## src/rtl/hazard_controller_pkg.sv

```systemverilog
// hazard_controller_pkg: MD sequencer state encodings and default latencies.
package hazard_controller_pkg;

    typedef enum logic [1:0] {
        IDLE = 2'd0,
        BUSY = 2'd1,
        DONE = 2'd2
    } md_state_e;

    localparam int MD_MUL_LATENCY = 4;
    localparam int MD_DIV_LATENCY = 32;

endpackage

```

## src/rtl/hazard_controller_md_sequencer.sv

```systemverilog
// hazard_controller_md_sequencer: MULT/DIV busy-window FSM with latency countdown.
module hazard_controller_md_sequencer
    import hazard_controller_pkg::*;
#(
    parameter int MUL_LATENCY = MD_MUL_LATENCY,
    parameter int DIV_LATENCY = MD_DIV_LATENCY,
    parameter int CNT_W       = 6
) (
    input  logic clk,
    input  logic reset,
    input  logic start_i,
    input  logic is_div_i,
    output logic busy_o,
    output logic done_o
);

    md_state_e        state_q;
    logic [CNT_W-1:0] cnt_q;
    logic             busy_q;
    logic             done_q;

    // A start seen in DONE reloads immediately so back-to-back ops keep busy continuous.
    always_ff @(posedge clk) begin
        if (reset) begin
            state_q <= IDLE;
            cnt_q   <= '0;
            busy_q  <= 1'b0;
            done_q  <= 1'b0;
        end else begin
            case (state_q)
                IDLE, DONE: begin
                    if (start_i) begin
                        state_q <= BUSY;
                        cnt_q   <= is_div_i ? CNT_W'(DIV_LATENCY - 1) : CNT_W'(MUL_LATENCY - 1);
                        busy_q  <= 1'b1;
                        done_q  <= 1'b0;
                    end else begin
                        state_q <= IDLE;
                        busy_q  <= 1'b0;
                        done_q  <= 1'b0;
                    end
                end
                BUSY: begin
                    cnt_q <= cnt_q - CNT_W'(1);
                    if (cnt_q == CNT_W'(1)) begin
                        state_q <= DONE;
                        done_q  <= 1'b1;
                    end
                end
                default: begin
                    state_q <= IDLE;
                    cnt_q   <= '0;
                    busy_q  <= 1'b0;
                    done_q  <= 1'b0;
                end
            endcase
        end
    end

    assign busy_o = busy_q;
    assign done_o = done_q;

endmodule

```

## src/rtl/hazard_controller.sv

```systemverilog
// hazard_controller: load-use / branch / MULT-DIV hazard control with stall-cycle counter.
module hazard_controller
    import hazard_controller_pkg::*;
#(
    parameter int MUL_LATENCY = MD_MUL_LATENCY,
    parameter int DIV_LATENCY = MD_DIV_LATENCY,
    parameter int CNT_W       = 6,
    parameter int PERF_W      = 32
) (
    input  logic              clk,
    input  logic              reset,
    input  logic              ID_EX_MemRead,
    input  logic [4:0]        ID_EX_RegisterRt,
    input  logic [4:0]        IF_ID_RegisterRs,
    input  logic [4:0]        IF_ID_RegisterRt,
    input  logic              IF_ID_IsMulDiv,
    input  logic              IF_ID_ReadsHiLo,
    input  logic              ID_EX_MulDivStart,
    input  logic              ID_EX_IsDiv,
    input  logic              EX_BranchTaken,
    output logic              PCWrite,
    output logic              IF_ID_Write,
    output logic              IF_ID_Flush,
    output logic              ID_EX_Bubble,
    output logic              MD_Start,
    output logic              MD_Busy,
    output logic              MD_Done,
    output logic [PERF_W-1:0] StallCount
);

    logic              load_use;
    logic              md_struct;
    logic              hilo_wait;
    logic              stall;
    logic [PERF_W-1:0] stall_cnt_q;
    logic [PERF_W-1:0] stall_cnt_d;

    assign load_use  = ID_EX_MemRead && (ID_EX_RegisterRt != 5'd0) &&
                       ((ID_EX_RegisterRt == IF_ID_RegisterRs) || (ID_EX_RegisterRt == IF_ID_RegisterRt));
    assign md_struct = IF_ID_IsMulDiv && MD_Busy && !MD_Done;
    assign hilo_wait = IF_ID_ReadsHiLo && ((MD_Busy && !MD_Done) || ID_EX_MulDivStart);
    // A taken branch squashes the ID instruction, so its stall requests are moot.
    assign stall     = !EX_BranchTaken && (load_use || md_struct || hilo_wait);

    assign PCWrite      = !stall;
    assign IF_ID_Write  = !stall;
    assign IF_ID_Flush  = EX_BranchTaken;
    assign ID_EX_Bubble = EX_BranchTaken || stall;
    assign MD_Start     = ID_EX_MulDivStart && !EX_BranchTaken;

    hazard_controller_md_sequencer #(
        .MUL_LATENCY(MUL_LATENCY),
        .DIV_LATENCY(DIV_LATENCY),
        .CNT_W      (CNT_W)
    ) u_md_sequencer (
        .clk     (clk),
        .reset   (reset),
        .start_i (MD_Start),
        .is_div_i(ID_EX_IsDiv),
        .busy_o  (MD_Busy),
        .done_o  (MD_Done)
    );

    assign stall_cnt_d = (stall && !(&stall_cnt_q)) ? stall_cnt_q + PERF_W'(1) : stall_cnt_q;

    always_ff @(posedge clk) begin
        if (reset) stall_cnt_q <= '0;
        else       stall_cnt_q <= stall_cnt_d;
    end

    assign StallCount = stall_cnt_q;

endmodule

```

## config.mk

```make
export PLATFORM = sky130hd
export DESIGN_NAME = hazard_controller
export DESIGN_NICKNAME = d
export VERILOG_FILES = /design/src/rtl/hazard_controller_pkg.sv /design/src/rtl/hazard_controller_md_sequencer.sv /design/src/rtl/hazard_controller.sv
export SDC_FILE = /design/constraint.sdc
export NUM_CORES = 1
export LEC_CHECK = 0
export BUFFER_PORTS_ARGS = -buffer_cell sky130_fd_sc_hd__buf_2
export CORE_MARGIN = 1
export CORE_UTILIZATION = 50
export CTS_BUF_LIST = sky130_fd_sc_hd__clkbuf_8
export CTS_CLUSTER_SIZE = 8
export DETAILED_ROUTE_END_ITERATION = 10
export PLACE_DENSITY_LB_ADDON = 0.3
export RECOVER_POWER = 100
export SLEW_MARGIN = 15
export SYNTH_ARGS = -nofsm -noshare
export SYNTH_HDL_FRONTEND = slang
export SYNTH_HIERARCHICAL = 1
export SYNTH_SLANG_ARGS = --single-unit
```

## constraint.sdc

```tcl
create_clock -name clk -period 5.2 [get_ports clk]
set_clock_uncertainty 0.05 [all_clocks]
set_input_delay 0.26 -clock clk [delete_from_list [all_inputs] [get_ports clk]]
set_output_delay 0.26 -clock clk [all_outputs]
set_load 0.05 [all_outputs]
```

# Word-level counts from Yosys, hierarchy flattened
# Index checks and enable logic that the tools add are counted.
# totals
ff_bits	42
inputBits	23
out_inout_bits	39
word_cells	46
# classes
addsub	2
eq_ne	7
muxes	8
bitwise	1
reduce_logical	23
# ops
cell	count
$add A32 B1 Y32 const B	1
$reduce_and A32 Y1	1
$pmux W6 S2	1
$eq A5 B5 Y1	2
$logic_and A1 B1 Y1	9
$eq A6 B1 Y1 const B	1
$mux W6	1
$sub A6 B1 Y6 const B	1
$logic_or A1 B1 Y1	5
$mux W5	1
$reduce_bool A5 Y1	1
$logic_not A1 Y1	4
$pmux W2 S2	1
$reduce_or A2 Y1	2
$eq A2 B1 Y1 const B	1
$eq A2 B2 Y1 const B	1
$logic_not A2 Y1	1
$mux W1	2
$mux W2	1
$ne A2 B1 Y1 const B	1
$ne A2 B2 Y1 const B	1
$pmux W1 S2	1
$not A1 Y1	1

# Longest topological paths before layout
# Gate-level depths: netlist of run 1.
# depth
ltp_word	7
mapped_depth	9
depth_no_buf	7

# By module
# Netlist of run 1, hierarchy kept.
# by_module_without_submodules
module	instances	cells_each	area_each_um2	seq_area_each_um2
hazard_controller	1	239	1978.1	640.6
hazard_controller_md_sequencer	1	61	496.7	200.2

# Worst setup path before layout of run 1
# OpenSTA, ideal clock, no wires.
# synth_timing
path_type	reg-to-reg
startpoint	register stall_cnt_q[10], in the netlist StallCount[10]
endpoint	register stall_cnt_q[11], in the netlist StallCount[11]
setup_time_ns	0.121
t_arrival_ns	2.396
t_required_ns	5.029
path_slack_ns	2.633
path_stages_with_launch	8
path_buffers	1
period_less_slack_ns	2.567
path_cell_list	dfxtp_1 > and4_1 > and3_4 > nand4_2 > or4_1 > buf_2 > and3_1 > mux2_4
# synth_between
elab_chain_len	3
word_cells_on_any_way	4
# synth_rtl
item	line_no	text
start: declaration	hazard_controller.sv:35	logic [PERF_W-1:0] stall_cnt_q;
start signal: assignment	hazard_controller.sv:68	else stall_cnt_q <= stall_cnt_d;
parallel branches: the longest is 3 deep, another holds $add A32 B1 Y32	--	
# Several ways; the timed one is not identified.
# A chain may end at the register's enable or synchronous reset.

# Worst setup path after layout of run 1
# layout_timing
startpoint	input ID_EX_RegisterRt[1]
endpoint	output PCWrite
# layout_between
elab_chain_len	7
word_cells_on_any_way	10
# layout_rtl
item	line_no	text
start: declaration	hazard_controller.sv:13	input logic [4:0] ID_EX_RegisterRt,
$eq A5 B5 Y1 or $reduce_bool A5 Y1 (tied branches)	hazard_controller.sv:39, hazard_controller.sv:38	
$logic_or A1 B1 Y1 or $logic_and A1 B1 Y1 (tied branches)	hazard_controller.sv:39, hazard_controller.sv:38	
$logic_and A1 B1 Y1 *	hazard_controller.sv:38	assign load_use = ID_EX_MemRead && (ID_EX_RegisterRt != 5'd0) &&
$logic_or A1 B1 Y1 * (2 in a row)	hazard_controller.sv:43	assign stall = !EX_BranchTaken && (load_use || md_struct || hilo_wait);
$logic_and A1 B1 Y1 *	hazard_controller.sv:43	
$logic_not A1 Y1 *	hazard_controller.sv:45	assign PCWrite = !stall;
end: declaration	hazard_controller.sv:21	output logic PCWrite,
# Mark *: on every way between the ends. The rest lies on a longest branch, timed or not.

==> results.toml, run 1 <==
[critical_path]
startpoint_type = "primary input"
cp_cell_sequence = "buf_2 -> or4_1 -> o21ai_0 -> a21o_1 -> a21oi_1 -> inv_1 -> clkbuf_1"
crit_slowest_cell = "inv_1"
cp_data_arrival_time_ns = 2.76
worstPathMaxFanout = 43
critPathBufInv = 3
path_delay_family = "buffers and inverters"
critPathRequiredTime_ns = 4.89
worst_setup_path_end_kind = "output port"
crit_type = "in2out"
slowest_delay_ns = 0.84

[floorplan]
io_pins = 62
rows = 25
dieArea_um2 = 5240
fp.dieW_um = 72.4
fp.dieH_um = 72.4
initial_core_util_pct = 52.1
core_um2 = 4750

[global_route]
grt_start_max_net_pins = 58
grt_overflow = 0
antenna_found_initial = 0
grtUsageTotal_pct = 21.0
grt_pass1_vias = 1983
grt_pass1_wl_um = 8750

[cells_and_area]
syn_to_final_growth_pct = 14.2
diodes = 0
post-route-cell-area_um2 = 2830
layoutNonFillerInstCount = 418
fin_nets = 376
drive_above_1_share_pct = 13.4

[detailed_routing]
vias = 2312
ant_nets = 0
drc = 0
wl_per_cell_um = 13.0
viasPerCell = 5.53
wl_um = 5450
dr.pass1.iters = 4
drt_iter0_drc = 118

[run_status]
status = "finished with violations"
violations = "capacitance limit, slew limit"

[synthesis]
synth-edff-count = 0
seq_area_frac_synth_pct = 34.0
ys.flop_type = "dfxtp_1"
synth_cells = 300
yosysTopAreaCellShare_pct = 34.0
yosysWarnings = 6
synth_cell_types = 48
synth_area_um2 = 2470
synth_common_cells = "42 x dfxtp_1, 26 x nor2_1, 25 x a21oi_1"
syn_nets = 326
synth_area_per_cell_um2 = 8.25
ys_ff_latch = 42
async_flop_share_pct = 0
synth.most_common_cell = "dfxtp_1"
yosys.area.top_type = "dfxtp_1"
synthTopCellsByArea = "dfxtp_1 34%, a21oi_1 5.1%, mux2_2 5.0%, nor2b_1 4.6%, nor2_1 3.9%"

[sta]
maxSlewViolCount = 58
worst_slack_ns = 2.13
fin_tns_setup_ns = 0
finalCritPeriodShare_pct = 59.0
clock.fmax_ghz = 0.326
layout_min_cycle_time_ns = 3.07
slew_headroom_pct = -52.8
holdWs_ns = 0.355
finalSetupViolations = 0
hold_viol = 0
rsz0062_at_grt = "false"
worst_pin_slew_ns = 2.29

[clock_network]
cts_buffers = 5
clk_path_buf_depth = 2
htreeDepth = 2
clkSinkCount = 42
ctsResizeCount = 0
cts_root_buf = "clkbuf_8"
ctsHoldBuffers = 0
cts_tree = "built"
insertion_delay_ns = 0.29
clk_pin_slew_ns = 0.07
cts_setup_buffers = 0

[place]
dp_worst_setup_slack_ns = 2.62
io_buffer_count = 61
placed_cells = 410
dp_hpwl_um = 3860
place_area_um2 = 2770
place.gp.congestion = 0.909

[power_and_ir_drop]
ir_drop_v = 0.000131
p_leak_nw = 1.02
power-per-cell-area_nw_per_um2 = 236

[worst_hold_path]
hold_class = "in2reg"

[run]
drv_cap = 1
==> final cells by class <==
| class | count | area [µm²] |
|---|---|---|
| fill | 468 | 1930 |
| multi-input combinational | 232 | 1510 |
| sequential | 42 | 841 |
| timing repair buffer | 61 | 255 |
| clock buffer | 8 | 110 |
| tap | 67 | 83.8 |
| inverter | 8 | 30.0 |
==> cells in the final DEF, fill, tap and decap left out, drive strengths merged, types with 2 or more instances in the layout <==
cell,synthesis,routed
a21oi,26,26
nor4,4,4
clkbuf,8,48
dfxtp,42,42
nand3,12,12
nand2,14,14
buf,10,21
or3,6,6
a21o,2,2
o31a,2,2
and3,7,7
mux2,13,13
nor2b,18,18
nor3,10,10
a31o,3,3
or4,11,11
nor2,26,26
ha,3,3
a211oi,5,5
xor2,10,10
o21ba,2,2
nand4,13,13
inv,8,8
nand2b,5,5
o31ai,10,10
and4,8,8
o21ai,13,13
==> tightest hold or removal path: stages <==
cell and delay, ns:
buf_2 0.10, nand2b_1 0.08, a21oi_1 0.07, nor2_1 0.08, a211oi_1 0.05
==> worst paths after layout <==
kind / slack (ns) / end / depth (start not counted) / startpoint
hold / removal: 0.35 / u_md_sequencer/cnt_q[3] / 5 / ID_EX_IsDiv
hold reg to reg: 0.42 / u_md_sequencer/done_o / 2 / u_md_sequencer/done_o
setup reg to reg: 2.35 / StallCount[28] / 7 / u_md_sequencer/done_o
setup / recovery: 2.13 / PCWrite / 7 / ID_EX_RegisterRt[1]
==> sequential cells by signal, summed over array words and instances, names as in the netlist <==
register                cells
u_md_sequencer/done_o       1
u_md_sequencer/busy_o       1
u_md_sequencer/state_q      2
u_md_sequencer/cnt_q        6
StallCount                 32
==> cells by family (layout without fill, tap and decap cells) <==
logic type               after synthesis  after routing  share of synthesized area [%]
AO/OA/AOI/OAI                         67             67                           17.3
flip-flops                            42             42                           34.0
multiplexers                          13             13                           6.22
adder cells (fa/ha/maj)                3              3                           1.52
AND/OR/NAND/NOR                      139            139                           32.6
buffers and inverters                 26             77                           4.90
XOR/XNOR                              10             10                           3.54
==> power by group <==
part           total (mW)  internal, mW  switching (mW)
Sequential          0.336         0.328         0.00835
Clock               0.246         0.134           0.112
Combinational      0.0845        0.0293          0.0552
==> metrics by stage <==
stage	total power [mW]	util, %
floorplan	0.409	-
CTS	0.674	60.6
finish	0.667	59.4
global placement	0.428	58.3
global route	0.695	59.4
detailed placement	0.430	58.3
==> per-layer routing <==
layer | wire, µm | part of all wire, % | GRT usage [%] | vias to the layer above
met2 | 2390 | 44 | 33.9 | 50
met1 | 2780 | 51 | 27.8 | 1047
met4 | 58 | 1.1 | 6.10 | 0
met5 | 0 | 0 | 0 | -
li1 | - | - | - | 1209
met3 | 223 | 4.1 | 5.00 | 6
Note: power is estimated with default switching activity, not from simulation.
==> run 2: changes to the inputs <==
Clock period 5.2 ns to 3.1 ns, I/O delays scaled along.
==> results.toml, run 2 (synthesized netlist as in run 1, its figures left out) <==
[detailed_routing]
wl_per_cell_um = 13.2
drt_iter0_drc = 135
vias = 2361
viasPerCell = 5.65
wl_um = 5510
ant_nets = 0
dr.pass1.iters = 4
drc = 0

[power_and_ir_drop]
p_clk_share_pct = 38.5
power.switching_uw = 290
ir_drop_v = 0.000230
power-per-cell-area_nw_per_um2 = 407
p_int_uw = 856
p_leak_nw = 1.01
pwr-share-seq_pct = 49.1
p_comb_share_pct = 12.4
swShare_pct = 25.3

[clock_network]
clkSinkCount = 42
insertion_delay_ns = 0.29
cts_root_buf = "clkbuf_8"
htreeDepth = 2
ctsHoldBuffers = 0
cts_setup_buffers = 0
clk_pin_slew_ns = 0.08
ctsResizeCount = 0
cts_tree = "built"
clk_path_buf_depth = 2
cts_buffers = 5

[place]
place_area_um2 = 2780
place.gp.congestion = 0.825
dp_hpwl_um = 3870
io_buffer_count = 61

[cells_and_area]
syn_to_final_growth_pct = 13.8
fillers = 465
diodes = 0
largest_reg_flops = 32
mostFrequentLayoutCell = "dfxtp_1"
most-common-layout-cells = "42 x dfxtp_1, 39 x clkbuf_1, 26 x nor2_1, 26 x a21oi_1, 22 x buf_2"
drive_above_1_share_pct = 13.7
post-route-cell-area_um2 = 2820
fin_nets = 377

[global_route]
grt_pass1_wl_um = 9470
grt_start_max_net_pins = 58
grt_overflow = 0
grt_pass1_vias = 2110
grtUsageTotal_pct = 22.6
antenna_found_initial = 0

[critical_path]
critPathRequiredTime_ns = 2.89
crit_slowest_cell = "inv_2"
slowest_delay_ns = 0.52
worstPathMaxFanout = 43
startpoint_type = "register"
crit_type = "reg2out"
cp_data_arrival_time_ns = 2.41
worst_setup_path_end_kind = "output port"
cp_cell_sequence = "nand2b_1 -> a2bb2oi_1 -> a21o_1 -> a21oi_1 -> inv_2 -> clkbuf_1"

[floorplan]
io_pins = 62
dieArea_um2 = 5240
initial_core_util_pct = 52.1
fp.dieH_um = 72.4
fp.dieW_um = 72.4
core_um2 = 4750
rows = 25

[sta]
finalCritPeriodShare_pct = 84.2
rsz0062_at_grt = "false"
slew_headroom_pct = 34.4
finalSetupViolations = 0
fin_tns_setup_ns = 0
layout_min_cycle_time_ns = 2.61
hold_viol = 0
clock.fmax_ghz = 0.383
worst_pin_slew_ns = 0.984
maxSlewViolCount = 0

[worst_hold_path]
hold_class = "in2reg"

[run]
drv_cap = 0

[run_status]
status = "completed"
run 2: path summary, 6_finish.rpt:
| check | endpoint | cells after the start | from | slack (ns) |
|---|---|---|---|---|
| min reg2reg | u_md_sequencer/done_o | 2 | u_md_sequencer/done_o | 0.42 |
| min | u_md_sequencer/cnt_q[2] | 5 | ID_EX_IsDiv | 0.25 |
| max | IF_ID_Write | 6 | u_md_sequencer/done_o | 0.49 |
| max reg2reg | StallCount[28] | 7 | u_md_sequencer/done_o | 0.49 |
run 2: worst max-delay path, delay by kind of cell (launching register included):
family                 cells  cell delay [ns]
flip-flops                 1             0.34
buffers and inverters      2             1.04
AO/OA/AOI/OAI              3             0.61
AND/OR/NAND/NOR            1             0.11
run 2: final cells by class:
type / count / area [µm²] / share of cell area [%]
clock inverters: 1 / 30.0 / 1.07
clock buffers: 6 / 82.6 / 2.93
inverters: 8 / 30.0 / 1.07
flip-flops and latches: 42 / 841 / 29.9
well taps: 67 / 83.8 / 2.98
multi-input cells: 232 / 1490 / 52.7
repair buffers: 62 / 264 / 9.37
run 2: metal layers:
layer  GRT usage [%]  share of wire [%]  vias to the layer above
met5               0                  0                        -
li1                -                  -                     1202
met3            5.00                5.3                        5
met2            35.0                 44                       63
met1            31.1                 50                     1091
met4            7.19               0.80                        0
run 2: power by group through the flow:
stage / combinational [mW] / sequential, mW / clock, mW
3_5_place_dp: 0.145 / 0.576 / 0
4_1_cts: 0.146 / 0.564 / 0.452
3_3_place_gp: 0.143 / 0.576 / 0
2_1_floorplan: 0.106 / 0.579 / 0
5_1_grt: 0.159 / 0.566 / 0.476
6_report: 0.142 / 0.563 / 0.441
run 2: stage by stage:
step | power, mW | setup WS, ns | instances | hold slack [ns] | utilization [%]
4_1_cts | 1.16 | 0.644 | 418 | 0.236 | 60.8
3_5_place_dp | 0.721 | 0.706 | 411 | 0.407 | 58.5
6_report | 1.15 | 0.489 | 418 | 0.249 | 59.2
5_1_grt | 1.20 | 0.255 | 418 | 0.279 | 59.2
3_3_place_gp | 0.719 | 0.778 | 411 | 0.407 | 58.5
2_1_floorplan | 0.685 | 0.533 | 300 | 0.407 | -
==> run 3: changes to the inputs <==
Clock period 3.1 ns to 2.43 ns, I/O delays scaled along.
==> results.toml, run 3 (synthesized netlist as in run 1, its figures left out) <==
[sta]
fin_tns_setup_ns = 0
worst_pin_slew_ns = 0.971
maxSlewViolCount = 0
finalCritPeriodShare_pct = 94.5
clock.fmax_ghz = 0.436
layout_min_cycle_time_ns = 2.30
finalSetupViolations = 0
rsz0062_at_grt = "false"
hold_viol = 0
slew_headroom_pct = 35.3

[floorplan]
initial_core_util_pct = 52.1
fp.dieW_um = 72.4
dieArea_um2 = 5240
io_pins = 62
rows = 25
core_um2 = 4750
fp.dieH_um = 72.4

[worst_hold_path]
worstHoldStart = "ID_EX_IsDiv"
whs_endpoint = "u_md_sequencer/cnt_q[2]"
hold_class = "in2reg"
hold_depth = 5

[critical_path]
worst_setup_path_end_kind = "register"
crit_type = "reg2reg"
worstReg2RegEnd = "StallCount[11]"
reg2reg_slack_ns = 0.13
crit-reg2reg-launch = "StallCount[11]"
startpoint_type = "register"
worstPathMaxFanout = 7
r2r_cells = 6
critPathRequiredTime_ns = 2.56
cp_data_arrival_time_ns = 2.43

[place]
place_area_um2 = 2890
dp_hpwl_um = 4020
place.gp.congestion = 0.818
io_buffer_count = 61

[run]
drv_cap = 0

[global_route]
grt_overflow = 0
grt_pass1_wl_um = 9450
antenna_found_initial = 0
grt_start_max_net_pins = 58
grtUsageTotal_pct = 22.5
grt_pass1_vias = 2172

[clock_network]
insertion_delay_ns = 0.29
clkSinkCount = 42
cts_root_buf = "clkbuf_8"
clk_path_buf_depth = 2
cts_tree = "built"
clk_pin_slew_ns = 0.08
cts_setup_buffers = 0
cts_buffers = 5
htreeDepth = 2

[cells_and_area]
diodes = 0
post-route-cell-area_um2 = 2900
fillers = 461
largest_reg_flops = 32
drive_above_1_share_pct = 22.5
syn_to_final_growth_pct = 17.3
fin_nets = 386
mostFrequentLayoutCell = "clkbuf_1"
most-common-layout-cells = "37 x clkbuf_1, 26 x nor2_1, 26 x a21oi_1, 22 x buf_2"

[detailed_routing]
wl_per_cell_um = 13.2
wl_um = 5640
drc = 0
viasPerCell = 5.55
drt_iter0_drc = 131
vias = 2369
dr.pass1.iters = 4
ant_nets = 0

[power_and_ir_drop]
power-per-cell-area_nw_per_um2 = 459
ir_drop_v = 0.000299
p_leak_nw = 1.05

[run_status]
status = "completed"
run 3: changes by cell type in the layout (fill, tap and decap cells not counted), sizes merged:
| cell | change |
|---|---|
| buf | +8 |
| bufinv | -1 |
| clkinvlp | +1 |
| inv | +1 |
run 3: layout make-up:
class / instances / area (µm²) / share of cell area [%]
clock buffer: 5 / 68.8 / 2.37
clock inverter: 2 / 11.3 / 0.388
inverter: 8 / 30.0 / 1.03
multi-input combinational: 232 / 1500 / 51.6
sequential: 42 / 867 / 29.9
tap: 67 / 83.8 / 2.89
timing repair buffer: 71 / 344 / 11.8
run 3: how the worst max path moves through the flow:
| stage | from | to | slack, ns | depth (start not counted) |
|---|---|---|---|---|
| after floorplan | u_md_sequencer/busy_o | StallCount[28] | 0.08 | 8 |
| after global placement | StallCount[10] | StallCount[11] | 0.25 | 6 |
| after detailed placement | StallCount[11] | StallCount[11] | 0.19 | 6 |
| after CTS | StallCount[11] | StallCount[19] | 0.17 | 6 |
| after global routing | StallCount[11] | StallCount[11] | 0.03 | 6 |
| final | StallCount[11] | StallCount[11] | 0.13 | 6 |
run 3: through the flow:
stage	instances	hold slack (ns)	setup slack (ns)	total power, mW	utilization (%)
after floorplan	300	0.360	0.0759	0.875	-
final	427	0.217	0.134	1.33	61.1
after global routing	427	0.250	0.0347	1.40	61.1
after CTS	427	0.204	0.170	1.36	62.4
after detailed placement	420	0.415	0.192	0.932	60.7
after global placement	420	0.401	0.245	0.926	60.7
run 3: worst max-delay path: stages (launching register included):
cell	delay, ns
dfxtp_2	0.39
and4_1	0.27
and3_4	0.21
nand4_1	0.13
or4_1	0.60
and3_1	0.22
mux2_1	0.31
run 3: per-layer routing:
| layer | GRT usage [%] | up-vias | wire (µm) |
|---|---|---|---|
| li1 | - | 1222 | - |
| met1 | 29.4 | 1100 | 2790 |
| met2 | 36.6 | 45 | 2600 |
| met3 | 5.28 | 2 | 239 |
| met4 | 7.19 | 0 | 21 |
| met5 | 0 | - | 0 |
run 3: what timing repair did:
item / CTS / global route
hold buffers: 0 / 0
gates resized for setup: 0 / 1
endpoints found under the setup margin: 0 / 1
run 3: where the power goes:
group          internal, mW  total (mW)  switching (mW)
combinational        0.0696       0.193           0.123
clock                 0.193       0.422           0.229
sequential            0.702       0.718          0.0160
total                 0.965        1.33           0.368
